--- config.mk ---
export PLATFORM = sky130hd
export DESIGN_NAME = remote_cmd_responder
export DESIGN_NICKNAME = d
export VERILOG_FILES = /design/src/rtl/remote_cmd_responder.sv
export SDC_FILE = /design/constraint.sdc
export NUM_CORES = 1
export LEC_CHECK = 0
export BUFFER_PORTS_ARGS = -buffer_cell sky130_fd_sc_hd__buf_2
export CORE_MARGIN = 10
export CORE_UTILIZATION = 53
export DETAILED_ROUTE_END_ITERATION = 6
export PLACE_DENSITY = 0.84
export SETUP_SLACK_MARGIN = 0.02
export SLEW_MARGIN = 20
export SYNTH_ARGS = -nofsm -noshare
export SYNTH_HDL_FRONTEND = slang
export SYNTH_SLANG_ARGS = --single-unit
--- constraint.sdc ---
create_clock -name clk -period 2.6 [get_ports clk]
set_input_delay 0.65 -clock clk [delete_from_list [all_inputs] [get_ports clk]]
set_output_delay 0.65 -clock clk [all_outputs]
set_load 0.02 [all_outputs]
--- src/rtl/remote_cmd_responder.sv ---
// Device-side end of the remote command link: 8N1 byte receiver, 16-bit command assembler and response transmitter.
// Optional feature: define CMD_TIMEOUT_EN to drop a dangling high byte after TIMEOUT_CYC idle cycles.
module remote_cmd_responder #(
    parameter int BAUD_DIV    = 2604,
    parameter int TIMEOUT_CYC = 65535
) (
    input  logic        clk,
    input  logic        rst,
    input  logic        RX,
    output logic        TX,
    output logic [15:0] cmd,
    output logic        cmd_rdy,
    input  logic        clr_cmd_rdy,
    input  logic [7:0]  resp,
    input  logic        send_resp,
    output logic        resp_sent
);

    localparam int            CW        = $clog2(BAUD_DIV);
    localparam logic [CW-1:0] BIT_LAST  = CW'(BAUD_DIV - 1);
    localparam logic [CW-1:0] HALF_LAST = CW'(BAUD_DIV / 2 - 1);

    typedef enum logic [1:0] {RX_IDLE, RX_START, RX_DATA, RX_STOP} rx_state_t;
    typedef enum logic {WAIT_HIGH, WAIT_LOW} byte_state_t;
    typedef enum logic {TX_IDLE, TX_SHIFT} tx_state_t;

    // ------------------------------------------------------------------
    // RX engine
    // ------------------------------------------------------------------
    rx_state_t     rx_state;
    rx_state_t     rx_next;
    logic          rx_m;
    logic          rx_s;
    logic          rx_q;
    logic [CW-1:0] rx_cnt;
    logic [2:0]    rx_bit;
    logic [7:0]    rx_shift;
    logic          rx_half;
    logic          rx_full;
    logic          rx_cnt_clr;
    logic          start_acc;
    logic          byte_done;
    logic          frame_err;

    assign rx_half = (rx_cnt == HALF_LAST);
    assign rx_full = (rx_cnt == BIT_LAST);

    // Synchroniser and edge-detect flops preset high so reset never looks like a start bit.
    always_ff @(posedge clk) begin
        if (rst) begin
            rx_m <= 1'b1;
            rx_s <= 1'b1;
            rx_q <= 1'b1;
        end else begin
            rx_m <= RX;
            rx_s <= rx_m;
            rx_q <= rx_s;
        end
    end

    always_ff @(posedge clk) begin
        if (rst) rx_state <= RX_IDLE;
        else     rx_state <= rx_next;
    end

    always_comb begin
        rx_next = rx_state;
        case (rx_state)
            RX_IDLE:  if (!rx_s && rx_q) rx_next = RX_START;
            RX_START: if (rx_half) rx_next = rx_s ? RX_IDLE : RX_DATA;
            RX_DATA:  if (rx_full && rx_bit == 3'd7) rx_next = RX_STOP;
            RX_STOP:  if (rx_full) rx_next = RX_IDLE;
            default:  rx_next = RX_IDLE;
        endcase
    end

    always_comb begin
        start_acc  = 1'b0;
        byte_done  = 1'b0;
        frame_err  = 1'b0;
        rx_cnt_clr = 1'b0;
        case (rx_state)
            RX_IDLE: rx_cnt_clr = 1'b1;
            RX_START: begin
                start_acc  = rx_half && !rx_s;
                rx_cnt_clr = rx_half;
            end
            RX_DATA: rx_cnt_clr = rx_full;
            RX_STOP: begin
                byte_done  = rx_full && rx_s;
                frame_err  = rx_full && !rx_s;
                rx_cnt_clr = rx_full;
            end
            default: rx_cnt_clr = 1'b1;
        endcase
    end

    always_ff @(posedge clk) begin
        if (rst) begin
            rx_cnt   <= '0;
            rx_bit   <= '0;
            rx_shift <= '0;
        end else begin
            rx_cnt <= rx_cnt_clr ? '0 : rx_cnt + 1'b1;
            if (rx_state != RX_DATA) begin
                rx_bit <= '0;
            end else if (rx_full) begin
                rx_shift <= {rx_s, rx_shift[7:1]};
                rx_bit   <= rx_bit + 1'b1;
            end
        end
    end

    // ------------------------------------------------------------------
    // Byte FSM and command register
    // ------------------------------------------------------------------
    byte_state_t byte_state;
    byte_state_t byte_next;
    logic [7:0]  high_reg;
    logic        load_high;
    logic        load_cmd;
    logic        new_cmd_start;
    logic        timeout;

    always_ff @(posedge clk) begin
        if (rst) byte_state <= WAIT_HIGH;
        else     byte_state <= byte_next;
    end

    always_comb begin
        byte_next = byte_state;
        case (byte_state)
            WAIT_HIGH: if (byte_done) byte_next = WAIT_LOW;
            WAIT_LOW:  if (byte_done || frame_err || timeout) byte_next = WAIT_HIGH;
            default:   byte_next = WAIT_HIGH;
        endcase
    end

    always_comb begin
        load_high     = (byte_state == WAIT_HIGH) && byte_done;
        load_cmd      = (byte_state == WAIT_LOW) && byte_done;
        new_cmd_start = (byte_state == WAIT_HIGH) && start_acc;
    end

`ifdef CMD_TIMEOUT_EN
    localparam int            TW      = $clog2(TIMEOUT_CYC + 1);
    localparam logic [TW-1:0] TO_LAST = TW'(TIMEOUT_CYC - 1);

    logic [TW-1:0] to_cnt;
    logic          low_started;

    // Counting stops once the low byte's start bit is accepted; that byte always finishes.
    always_ff @(posedge clk) begin
        if (rst || byte_state != WAIT_LOW) begin
            to_cnt      <= '0;
            low_started <= 1'b0;
        end else begin
            if (start_acc) low_started <= 1'b1;
            if (!low_started) to_cnt <= to_cnt + 1'b1;
        end
    end

    assign timeout = (byte_state == WAIT_LOW) && !low_started && !start_acc && (to_cnt == TO_LAST);
`else
    assign timeout = 1'b0;
`endif

    // A completed command beats a same-cycle acknowledge.
    always_ff @(posedge clk) begin
        if (rst) begin
            high_reg <= '0;
            cmd      <= '0;
            cmd_rdy  <= 1'b0;
        end else begin
            if (load_high) high_reg <= rx_shift;
            if (load_cmd) begin
                cmd     <= {high_reg, rx_shift};
                cmd_rdy <= 1'b1;
            end else if (clr_cmd_rdy || new_cmd_start) begin
                cmd_rdy <= 1'b0;
            end
        end
    end

    // ------------------------------------------------------------------
    // TX engine
    // ------------------------------------------------------------------
    tx_state_t     tx_state;
    tx_state_t     tx_next;
    logic [CW-1:0] tx_cnt;
    logic [3:0]    tx_bit;
    logic [8:0]    tx_frame;
    logic          tx_full;
    logic          tx_accept;
    logic          tx_adv;
    logic          tx_done;

    assign tx_full = (tx_cnt == BIT_LAST);

    always_ff @(posedge clk) begin
        if (rst) tx_state <= TX_IDLE;
        else     tx_state <= tx_next;
    end

    always_comb begin
        tx_next = tx_state;
        case (tx_state)
            TX_IDLE:  if (send_resp) tx_next = TX_SHIFT;
            TX_SHIFT: if (tx_full && tx_bit == 4'd9) tx_next = TX_IDLE;
            default:  tx_next = TX_IDLE;
        endcase
    end

    always_comb begin
        tx_accept = (tx_state == TX_IDLE) && send_resp;
        tx_adv    = (tx_state == TX_SHIFT) && tx_full;
        tx_done   = tx_adv && (tx_bit == 4'd9);
    end

    // The start bit goes straight to TX; tx_frame keeps the remaining {stop, data} bits.
    always_ff @(posedge clk) begin
        if (rst) begin
            tx_frame  <= '1;
            tx_cnt    <= '0;
            tx_bit    <= '0;
            TX        <= 1'b1;
            resp_sent <= 1'b0;
        end else if (tx_accept) begin
            tx_frame  <= {1'b1, resp};
            tx_cnt    <= '0;
            tx_bit    <= '0;
            TX        <= 1'b0;
            resp_sent <= 1'b0;
        end else if (tx_done) begin
            tx_cnt    <= '0;
            TX        <= 1'b1;
            resp_sent <= 1'b1;
        end else if (tx_adv) begin
            tx_frame <= {1'b1, tx_frame[8:1]};
            TX       <= tx_frame[0];
            tx_bit   <= tx_bit + 1'b1;
            tx_cnt   <= '0;
        end else if (tx_state == TX_SHIFT) begin
            tx_cnt <= tx_cnt + 1'b1;
        end
    end

endmodule

==> out/summary.txt, run 1 <==
Status = complete, no violations
Synth Warn # = 0
Final worst slack = 0.507 ns
CP Capture Type = flip-flop
Final Hold Viols = 0
Max FFs per register = 16
Fin. max-slew vios = 0
Clock skew = 0.00889 ns
GRT Total Usage = 13.9%
CP startpoint = rx_cnt[0]
Post-cts sizing count = 0
Max Cap Viol = 0
Fill count = 522
Starting Density = 54.3%
P per Cell Area = 580 nW/µm²
Port Buffer Count = 31
P_int = 1.73 mW
Seq/Total Area, Yosys = 47.0%
Area grow syn2layout = 11.6%
Primary FF master, synth = dfxtp_1
Std-Cell Core Area = 6350 µm²
Clk buf depth = 2
Reg-to-Reg Start = rx_cnt[0]
Leak Pwr = 1.47 nW
P_sw = 509 µW
Remaining DRCs = 0
Mapped Avg Cell Area = 9.11 µm²
Non-Filler Cell Area, Final = 3850 µm²
Arr. time, crit path = 2.31 ns
Detailed Route Iter0 Violations = 172
CTS Hold Buffers Added = 0
Largest registers = cmd (16), rx_cnt (12), tx_cnt (12)
Vias = 2683
Num ports = 32
Synth top area cells = dfxtp_1 (47%), mux2i_1 (5.5%), nor2_1 (5.4%)
Power share of the clock group = 40.1%
Root buffer cell = clkbuf_8
Die extent in x = 101 µm
Die height = 101 µm
RSZ-0062 raised after global routing = false
CP Launch Type = flip-flop
Slew @ Worst Pin = 0.559 ns
Clock-pin transition on the worst setup and hold timing paths = 0.08 ns
Total global routing overflow = 0
Ys async rst share = 0%
Post-CTS setup buffers = 0
Die Area = 10100 µm²
Routed wire length = 6710 µm
Combinational Power Share = 3.4%
Ant diodes = 0
Placed Area = 3660 µm²
Critical path type = flip-flop to flip-flop
Initial antenna violation count = 0
Largest net degree at the start of global routing = 40
CP max FO = 16
Vias in the first global route = 2641
Pre-CTS worst setup slack = 0.507 ns
Share of cells above drive strength 1 = 16.9%
CTS tree = yes
Setup TNS = 0 ns
ANT nets after route = 0
HPWL Detailed = 4710 µm
Worst VDD drop = 0.525 mV
Yosys top cell by area = dfxtp_1
Htree depth = 3
Total CTS buffers = 9
Final Wtd Congestion = 0.902
CP cell instances = ha_1, nand4_1, or4_1, nand2_1, a21oi_1
Synth Cell Area = 3450 µm²
Slowest stage delay, CP = 0.75 ns
Site Rows = 29
Switching Fraction = 22.8%
Vias per std cell = 5.46
Number of synthesized register bits = 81
Hold path startpoint = rx_m
Fmax = 478 MHz
Yosys top cell area share = 47.0%
Hold WC Path Type = flip-flop to flip-flop
TritonRoute pass-1 iters = 4
Routed len/inst = 13.7 µm
Largest Register = cmd
Seq pwr share = 56.5%
Clock insertion delay at the later pin of the skew report = 0.35 ns
Slowest cell on crit path = or4_1
Global-route wire length before repair = 11700 µm
Post-route minimum period = 2.09 ns
CP required = 2.82 ns
Cell count after synthesis = 379
Final cycle utilization of the critical path = 80.5%
Clock Sinks = 81
Final setup viols = 0
Slew margin rel. = 62.2%
Synth cell types = 49
Nets = 429
Post-synth EDFFs = 0
Mapped Nets = 399
## cell usage after synthesis (all sizes together) (4+ instances only)
| library cell | count |
|---|---|
| buf | 8 |
| nor2 | 50 |
| dfxtp | 81 |
| inv | 8 |
| ha | 7 |
| xnor2 | 8 |
| o21ai | 15 |
| mux2i | 19 |
| and4 | 4 |
| mux2 | 7 |
| nand2 | 42 |
| or3 | 5 |
| xor2 | 13 |
| nor3 | 10 |
| nand4 | 9 |
| clkbuf | 9 |
| a21oi | 30 |
| and3 | 5 |
| nand3 | 12 |
## critical path, delay by kind of cell (launching register included)
kind / cells / cell delay (ns)
compound gates: 1 / 0.08
fa+ha+maj: 1 / 0.28
flops: 1 / 0.42
simple gates: 3 / 1.18
## path summary, 6_finish.rpt
check,endpoint,slack [ns],cells after the start
worst max-delay path,cmd[8],0.51,5
worst min-delay path,rx_s,0.41,1
worst max register to register,cmd[8],0.51,5
worst min register to register,rx_s,0.41,1
## layout by cell type, fill, tap and decap left out, types with 2 or more instances in the layout
cell,n
xor2_1,13
nand4_1,9
nor3b_1,3
nor4_4,2
dfxtp_1,81
or2_2,3
and4b_1,2
nor4b_1,2
nand2_1,42
or3_1,5
inv_1,8
mux2_2,7
clkbuf_8,9
clkinvlp_4,2
nor3_1,10
nor2_1,50
buf_4,5
nand3_1,12
nor2b_1,3
o21ai_0,15
mux2i_1,19
and4_1,4
a21oi_1,30
clkinv_2,3
xnor2_1,8
or4_1,2
and3_1,4
buf_2,31
nand4bb_1,2
ha_1,7
## area by class of cell
cell class	instances	area, µm²	area share [%]
Tap cell	77	96.3	2.50
Timing Repair Buffer	36	193	5.00
Multi-Input combinational cell	273	1720	44.6
Inverter	8	30.0	0.779
Sequential cell	81	1620	42.1
Clock buffer	9	124	3.22
Clock inverter	7	68.8	1.79
## per-stage QoR
step | cells | hold WS, ns | util (%) | power [mW]
6_report | 491 | 0.412 | 60.7 | 2.23
5_1_grt | 491 | 0.439 | 60.7 | 2.33
4_1_cts | 491 | 0.419 | 60.7 | 2.26
3_5_place_dp | 475 | 0.405 | 57.6 | 1.37
3_3_place_gp | 475 | 0.402 | 57.6 | 1.37
2_1_floorplan | 379 | 0.389 | - | 1.34
## kinds of logic (layout without fill, tap and decap cells)
kind of cell | count (synthesis) | after routing | share of synthesized area (%)
adders and majority gates | 7 | 7 | 2.54
xor gates and xnor gates | 21 | 21 | 5.33
and+or+nand+nor | 165 | 165 | 25.5
AOI/OAI and AO/OA | 54 | 54 | 8.63
buffers and inverters | 25 | 60 | 3.19
DFF | 81 | 81 | 47.0
muxes | 26 | 26 | 7.80
## metal layers
layer | share of wire (%) | GRT usage [%] | vias to the layer above
li1 | - | - | 1377
met1 | 46 | 16.2 | 1255
met2 | 49 | 22.6 | 44
met3 | 4.3 | 4.60 | 7
met4 | 0.94 | 6.20 | 0
met5 | 0 | 0 | -
## power by group through the flow
stage	clock (mW)	combinational, mW	sequential [mW]
2_1_floorplan	0	0.0556	1.29
3_3_place_gp	0	0.0738	1.29
3_5_place_dp	0	0.0752	1.29
4_1_cts	0.920	0.0757	1.26
5_1_grt	0.978	0.0840	1.27
6_report	0.897	0.0753	1.26
Power figures use the tool's default switching activity.
==> run 2, diff against run 1 <==
==> constraint.sdc (replaced) <==
create_clock -name clk -period 2.17 [get_ports clk]
set_input_delay 0.5425 -clock clk [delete_from_list [all_inputs] [get_ports clk]]
set_output_delay 0.5425 -clock clk [all_outputs]
set_load 0.02 [all_outputs]
==> out/summary.txt, run 2 (same netlist as run 1, synthesis figures left out) <==
Status = complete, no violations
Post-cts sizing count = 0 (unchanged)
Leak Pwr = 1.50 nW (+1.5%)
Die Area = 10100 µm² (unchanged)
Final Wtd Congestion = 0.823 (-8.8%)
Clock skew = 0.0153 ns (+0.00638 ns)
Num ports = 32 (unchanged)
Hold WC Path Type = primary input to flip-flop
Final cycle utilization of the critical path = 88.8% (+8.3 points)
Clk buf depth = 2 (unchanged)
Global-route wire length before repair = 12000 µm (+2.0%)
CP max FO = 16 (unchanged)
Total CTS buffers = 9 (unchanged)
Vias = 2788 (+3.9%)
CTS tree = yes
Fill count = 514 (-1.5%)
Setup TNS = 0 ns (unchanged)
Routed wire length = 7130 µm (+6.3%)
Hold path depth = 2 (+1)
Ant diodes = 0 (unchanged)
Site Rows = 29 (unchanged)
Final Hold Viols = 0 (unchanged)
Placed Area = 3700 µm² (+1.2%)
Vias per std cell = 5.61 (+2.7%)
Port Buffer Count = 31 (unchanged)
Pre-CTS worst setup slack = 0.259 ns (-0.248 ns)
Hold path startpoint = RX
Reg-to-Reg Start = rx_cnt[3]
Worst r2r path cells = 5 (unchanged)
HPWL Detailed = 5000 µm (+6.3%)
Arr. time, crit path = 2.16 ns (-0.15 ns)
ANT nets after route = 0 (unchanged)
Critical path type = flip-flop to flip-flop
Final setup viols = 0 (unchanged)
Commonest non-fill, non-tap cell in the layout = dfxtp_1
Post-route minimum period = 1.93 ns (-0.166 ns)
Detailed Route Iter0 Violations = 157 (-8.7%)
Total global routing overflow = 0 (unchanged)
TritonRoute pass-1 iters = 4 (unchanged)
Fmax = 519 MHz (+8.6%)
Reg-to-reg setup timing slack = 0.24 ns (-0.26 ns)
P per Cell Area = 692 nW/µm² (+19%)
Starting Density = 54.3% (unchanged)
Max FFs per register = 16 (unchanged)
RSZ-0062 raised after global routing = false
Root buffer cell = clkbuf_8
Clock insertion delay at the later pin of the skew report = 0.36 ns (about the same)
Clock-pin transition on the worst setup and hold timing paths = 0.08 ns (about the same)
Htree depth = 3 (unchanged)
Fin. max-slew vios = 0 (unchanged)
Critical R2R Capture = cmd[1]
Share of cells above drive strength 1 = 17.9% (+0.95 points)
Slew @ Worst Pin = 0.501 ns (-0.0585 ns)
Clock Sinks = 81 (unchanged)
Die extent in x = 101 µm (unchanged)
CP required = 2.40 ns (-0.42 ns)
Initial antenna violation count = 0 (unchanged)
CP Capture Type = flip-flop
Hold Path End = rx_m
Die height = 101 µm (unchanged)
Non-Filler Cell Area, Final = 3900 µm² (+1.2%)
Routed len/inst = 14.4 µm (+5.0%)
Area grow syn2layout = 13.0%
Fin util = 61.4% (+0.75 points)
GRT Total Usage = 14.3% (+0.43 points)
Largest net degree at the start of global routing = 27 (-33%)
CTS Hold Buffers Added = 0 (unchanged)
Most frequent cells in the layout = dfxtp_1 (81), nor2_1 (50), nand2_1 (42), buf_2 (31), a21oi_1 (30)
Largest registers = cmd (16), rx_cnt (12), tx_cnt (12)
Vias in the first global route = 2766 (+4.7%)
Largest Register = cmd
Std-Cell Core Area = 6350 µm² (unchanged)
Remaining DRCs = 0 (unchanged)
Nets = 435 (+1.4%)
Final worst slack = 0.243 ns (-0.264 ns)
CP Launch Type = flip-flop
Slew margin rel. = 66.2% (+3.9 points)
Post-CTS setup buffers = 0 (unchanged)
Worst VDD drop = 0.720 mV (+37%)
Max Cap Viol = 0 (unchanged)
==> run 2: cell count changes in the layout (fill, tap and decap cells not counted), sizes merged <==
cell,change
clkinv,-1
buf,+6
clkbuf,+1
==> run 2: power by group <==
| group | switching [mW] | internal, mW | leakage (nW) |
|---|---|---|---|
| sequential | 0.0128 | 1.50 | 0.655 |
| clock | 0.555 | 0.536 | 0.0929 |
| combinational | 0.0533 | 0.0405 | 0.749 |
| total | 0.621 | 2.08 | 1.50 |
==> run 2: area by class of cell <==
cell class,count,area (µm²),area share [%]
multi-input cells,273,1720,44.1
repair buffers,42,238,6.10
inverters,8,30.0,0.770
flip-flops and latches,81,1620,41.6
clock buffers,10,128,3.27
well taps,77,96.3,2.47
clock inverters,6,67.6,1.73
==> run 2: stage by stage <==
step	total power [mW]	cells	hold slack (ns)
final	2.70	497	0.386
after global routing	2.80	497	0.363
after CTS	2.72	497	0.367
after detailed placement	1.64	481	0.417
after global placement	1.64	481	0.412
after floorplan	1.61	379	0.389
==> run 2: per-layer routing <==
layer	routed length [µm]	up-vias	global-route usage [%]
li1	-	1392	-
met1	3170	1329	15.6
met2	3510	56	24.6
met3	337	11	4.87
met4	110	0	6.30
met5	0	-	0
==> run 2: worst max path at each step <==
stage	startpoint	cells past startpoint	to	slack [ns]
after floorplan	send_resp	6	tx_frame[6]	0.31
final	rx_cnt[3]	5	cmd[1]	0.24
after global placement	rx_cnt[3]	5	cmd[13]	0.34
after global routing	rx_cnt[0]	7	high_reg[7]	0.11
after detailed placement	rx_cnt[3]	5	cmd[5]	0.26
after CTS	rx_cnt[3]	5	cmd[8]	0.24
==> run 2: worst max-delay path, cell delays in order, from the launching register on <==
cell,delay (ns)
dfxtp_1,0.46
or3b_4,0.46
or4_1,0.53
buf_4,0.21
nand2_1,0.09
a21oi_1,0.06
==> run 3, diff against run 2 <==
--- a/config.mk
+++ b/config.mk
@@ -8,8 +8,9 @@
 export BUFFER_PORTS_ARGS = -buffer_cell sky130_fd_sc_hd__buf_2
 export CORE_MARGIN = 10
 export CORE_UTILIZATION = 53
+export CTS_BUF_LIST = sky130_fd_sc_hd__clkbuf_2
 export DETAILED_ROUTE_END_ITERATION = 6
-export PLACE_DENSITY = 0.84
+export PLACE_DENSITY = 0.72
 export SETUP_SLACK_MARGIN = 0.02
 export SLEW_MARGIN = 20
 export SYNTH_ARGS = -nofsm -noshare
==> out/summary.txt, run 3 (same netlist as run 1, synthesis figures left out) <==
Status = complete, no violations
Leak Pwr = 1.50 nW (about the same)
Clock insertion delay at the later pin of the skew report = 0.53 ns (+0.17 ns)
Routed len/inst = 13.3 µm (-7.4%)
Htree depth = 3 (unchanged)
CP max FO = 16 (unchanged)
Hold path startpoint = RX
Slowest stage delay, CP = 0.51 ns (-0.02 ns)
Clock-pin transition on the worst setup and hold timing paths = 0.22 ns (+0.14 ns)
Routed wire length = 6620 µm (-7.2%)
Post-route minimum period = 1.86 ns (-0.0671 ns)
Final setup viols = 0 (unchanged)
Die height = 101 µm (unchanged)
Vias in the first global route = 2576 (-6.9%)
CP startpoint = rx_cnt[3]
Placed Area = 3710 µm² (+0.20%)
Site Rows = 29 (unchanged)
ANT nets after route = 0 (unchanged)
Std-Cell Core Area = 6350 µm² (unchanged)
Worst r2r path cells = 5 (unchanged)
CP Capture Type = flip-flop
Ant diodes = 0 (unchanged)
Total CTS buffers = 9 (unchanged)
CP required = 2.59 ns (+0.19 ns)
Hold path depth = 2 (unchanged)
P per Cell Area = 662 nW/µm² (-4.3%)
Fmax = 538 MHz (+3.6%)
Vias = 2727 (-2.2%)
Slowest cell on crit path = or4_1
CP Launch Type = flip-flop
Final Hold Viols = 0 (unchanged)
TritonRoute pass-1 iters = 4 (unchanged)
Non-Filler Cell Area, Final = 3860 µm² (-1.1%)
Pre-CTS worst setup slack = 0.320 ns (+0.0609 ns)
Clock Sinks = 81 (unchanged)
Port Buffer Count = 31 (unchanged)
Vias per std cell = 5.48 (-2.4%)
Fin. max-slew vios = 0 (unchanged)
Fin util = 60.7% (-0.67 points)
Final hold slack = 0.191 ns (-0.196 ns)
Slew margin rel. = 67.2% (+1.0 points)
Reg-to-Reg Start = rx_cnt[3]
Critical path type = flip-flop to flip-flop
Max Cap Viol = 0 (unchanged)
Root buffer cell = clkbuf_2
Final std cells w/o fill = 498 (+0.20%)
Die extent in x = 101 µm (unchanged)
GRT Total Usage = 13.2% (-1.1 points)
RSZ-0062 raised after global routing = false
Initial antenna violation count = 0 (unchanged)
Die Area = 10100 µm² (unchanged)
Share of cells above drive strength 1 = 18.3% (+0.43 points)
Post-cts sizing count = 0 (unchanged)
Setup TNS = 0 ns (unchanged)
Global-route wire length before repair = 11300 µm (-5.8%)
Detailed Route Iter0 Violations = 99 (-37%)
Area grow syn2layout = 11.8%
CP cell instances = or3b_4, or4_1, buf_4, nand2_1, a21oi_1
Nets = 436 (+0.23%)
Final Wtd Congestion = 0.801 (-2.6%)
Max FFs per register = 16 (unchanged)
Largest net degree at the start of global routing = 20 (-26%)
CTS Hold Buffers Added = 0 (unchanged)
Worst VDD drop = 0.511 mV (-29%)
Starting Density = 54.3% (unchanged)
Post-layout power = 2.55 mW (-5.3%)
Largest Register = cmd
Largest registers = cmd (16), rx_cnt (12), tx_cnt (12)
Reg-to-reg setup timing slack = 0.31 ns (+0.07 ns)
Most frequent cells in the layout = dfxtp_1 (81), nor2_1 (50), nand2_1 (42), buf_2 (31), a21oi_1 (30)
Clk buf depth = 2 (unchanged)
Arr. time, crit path = 2.28 ns (+0.12 ns)
Dpl cells = 482 (+0.21%)
Total global routing overflow = 0 (unchanged)
HPWL Detailed = 4660 µm (-6.9%)
Buf+Inv Stages, Crit Path = 1 (unchanged)
Num ports = 32 (unchanged)
Post-CTS setup buffers = 0 (unchanged)
Clock skew = 0.0307 ns (+0.0154 ns)
Critical R2R Capture = cmd[10]
Remaining DRCs = 0 (unchanged)
CTS tree = yes
Final worst slack = 0.310 ns (+0.0671 ns)
Hold Path End = rx_m
Crit path max-delay family = simple AND/OR/NAND/NOR gates
Final cycle utilization of the critical path = 85.7% (-3.1 points)
Slew @ Worst Pin = 0.486 ns (-0.0148 ns)
Commonest non-fill, non-tap cell in the layout = dfxtp_1
Hold WC Path Type = primary input to flip-flop
-- run 3: changes by cell type in the layout (fill, tap and decap cells not counted), sizes merged --
cell / previous run / this run
clkinvlp: 2 / 0
inv: 9 / 11
bufinv: 1 / 2
buf: 42 / 43
clkbuf: 10 / 9
-- run 3: metal layers --
layer / GRT usage [%] / up-vias / part of all wire, %
met5: 0 / - / 0
met4: 6.20 / 0 / 1.5
li1: - / 1390 / -
met3: 3.16 / 12 / 4.0
met2: 21.6 / 44 / 48
met1: 15.9 / 1281 / 47
-- run 3: area by class of cell --
type,instances,area [µm²]
Clock buffer,9,45.0
Clock inverter,7,100
Fill cell,578,2490
Inverter,8,30.0
Multi-Input combinational cell,273,1720
Sequential cell,81,1620
Tap cell,77,96.3
Timing Repair Buffer,43,245
-- run 3: how the worst max path moves through the flow --
stage | depth (start not counted) | end
final | 5 | cmd[10]
after global routing | 4 | tx_bit[1]
after floorplan | 6 | tx_frame[6]
after detailed placement | 5 | cmd[11]
after CTS | 5 | cmd[10]
after global placement | 5 | cmd[14]
-- run 3: power by group --
group	leakage [nW]	internal, mW	switching [mW]	total, mW
Clock	0.0873	0.395	0.546	0.941
Sequential	0.655	1.51	0.0133	1.52
Combinational	0.753	0.0408	0.0523	0.0930
Total	1.50	1.94	0.612	2.55
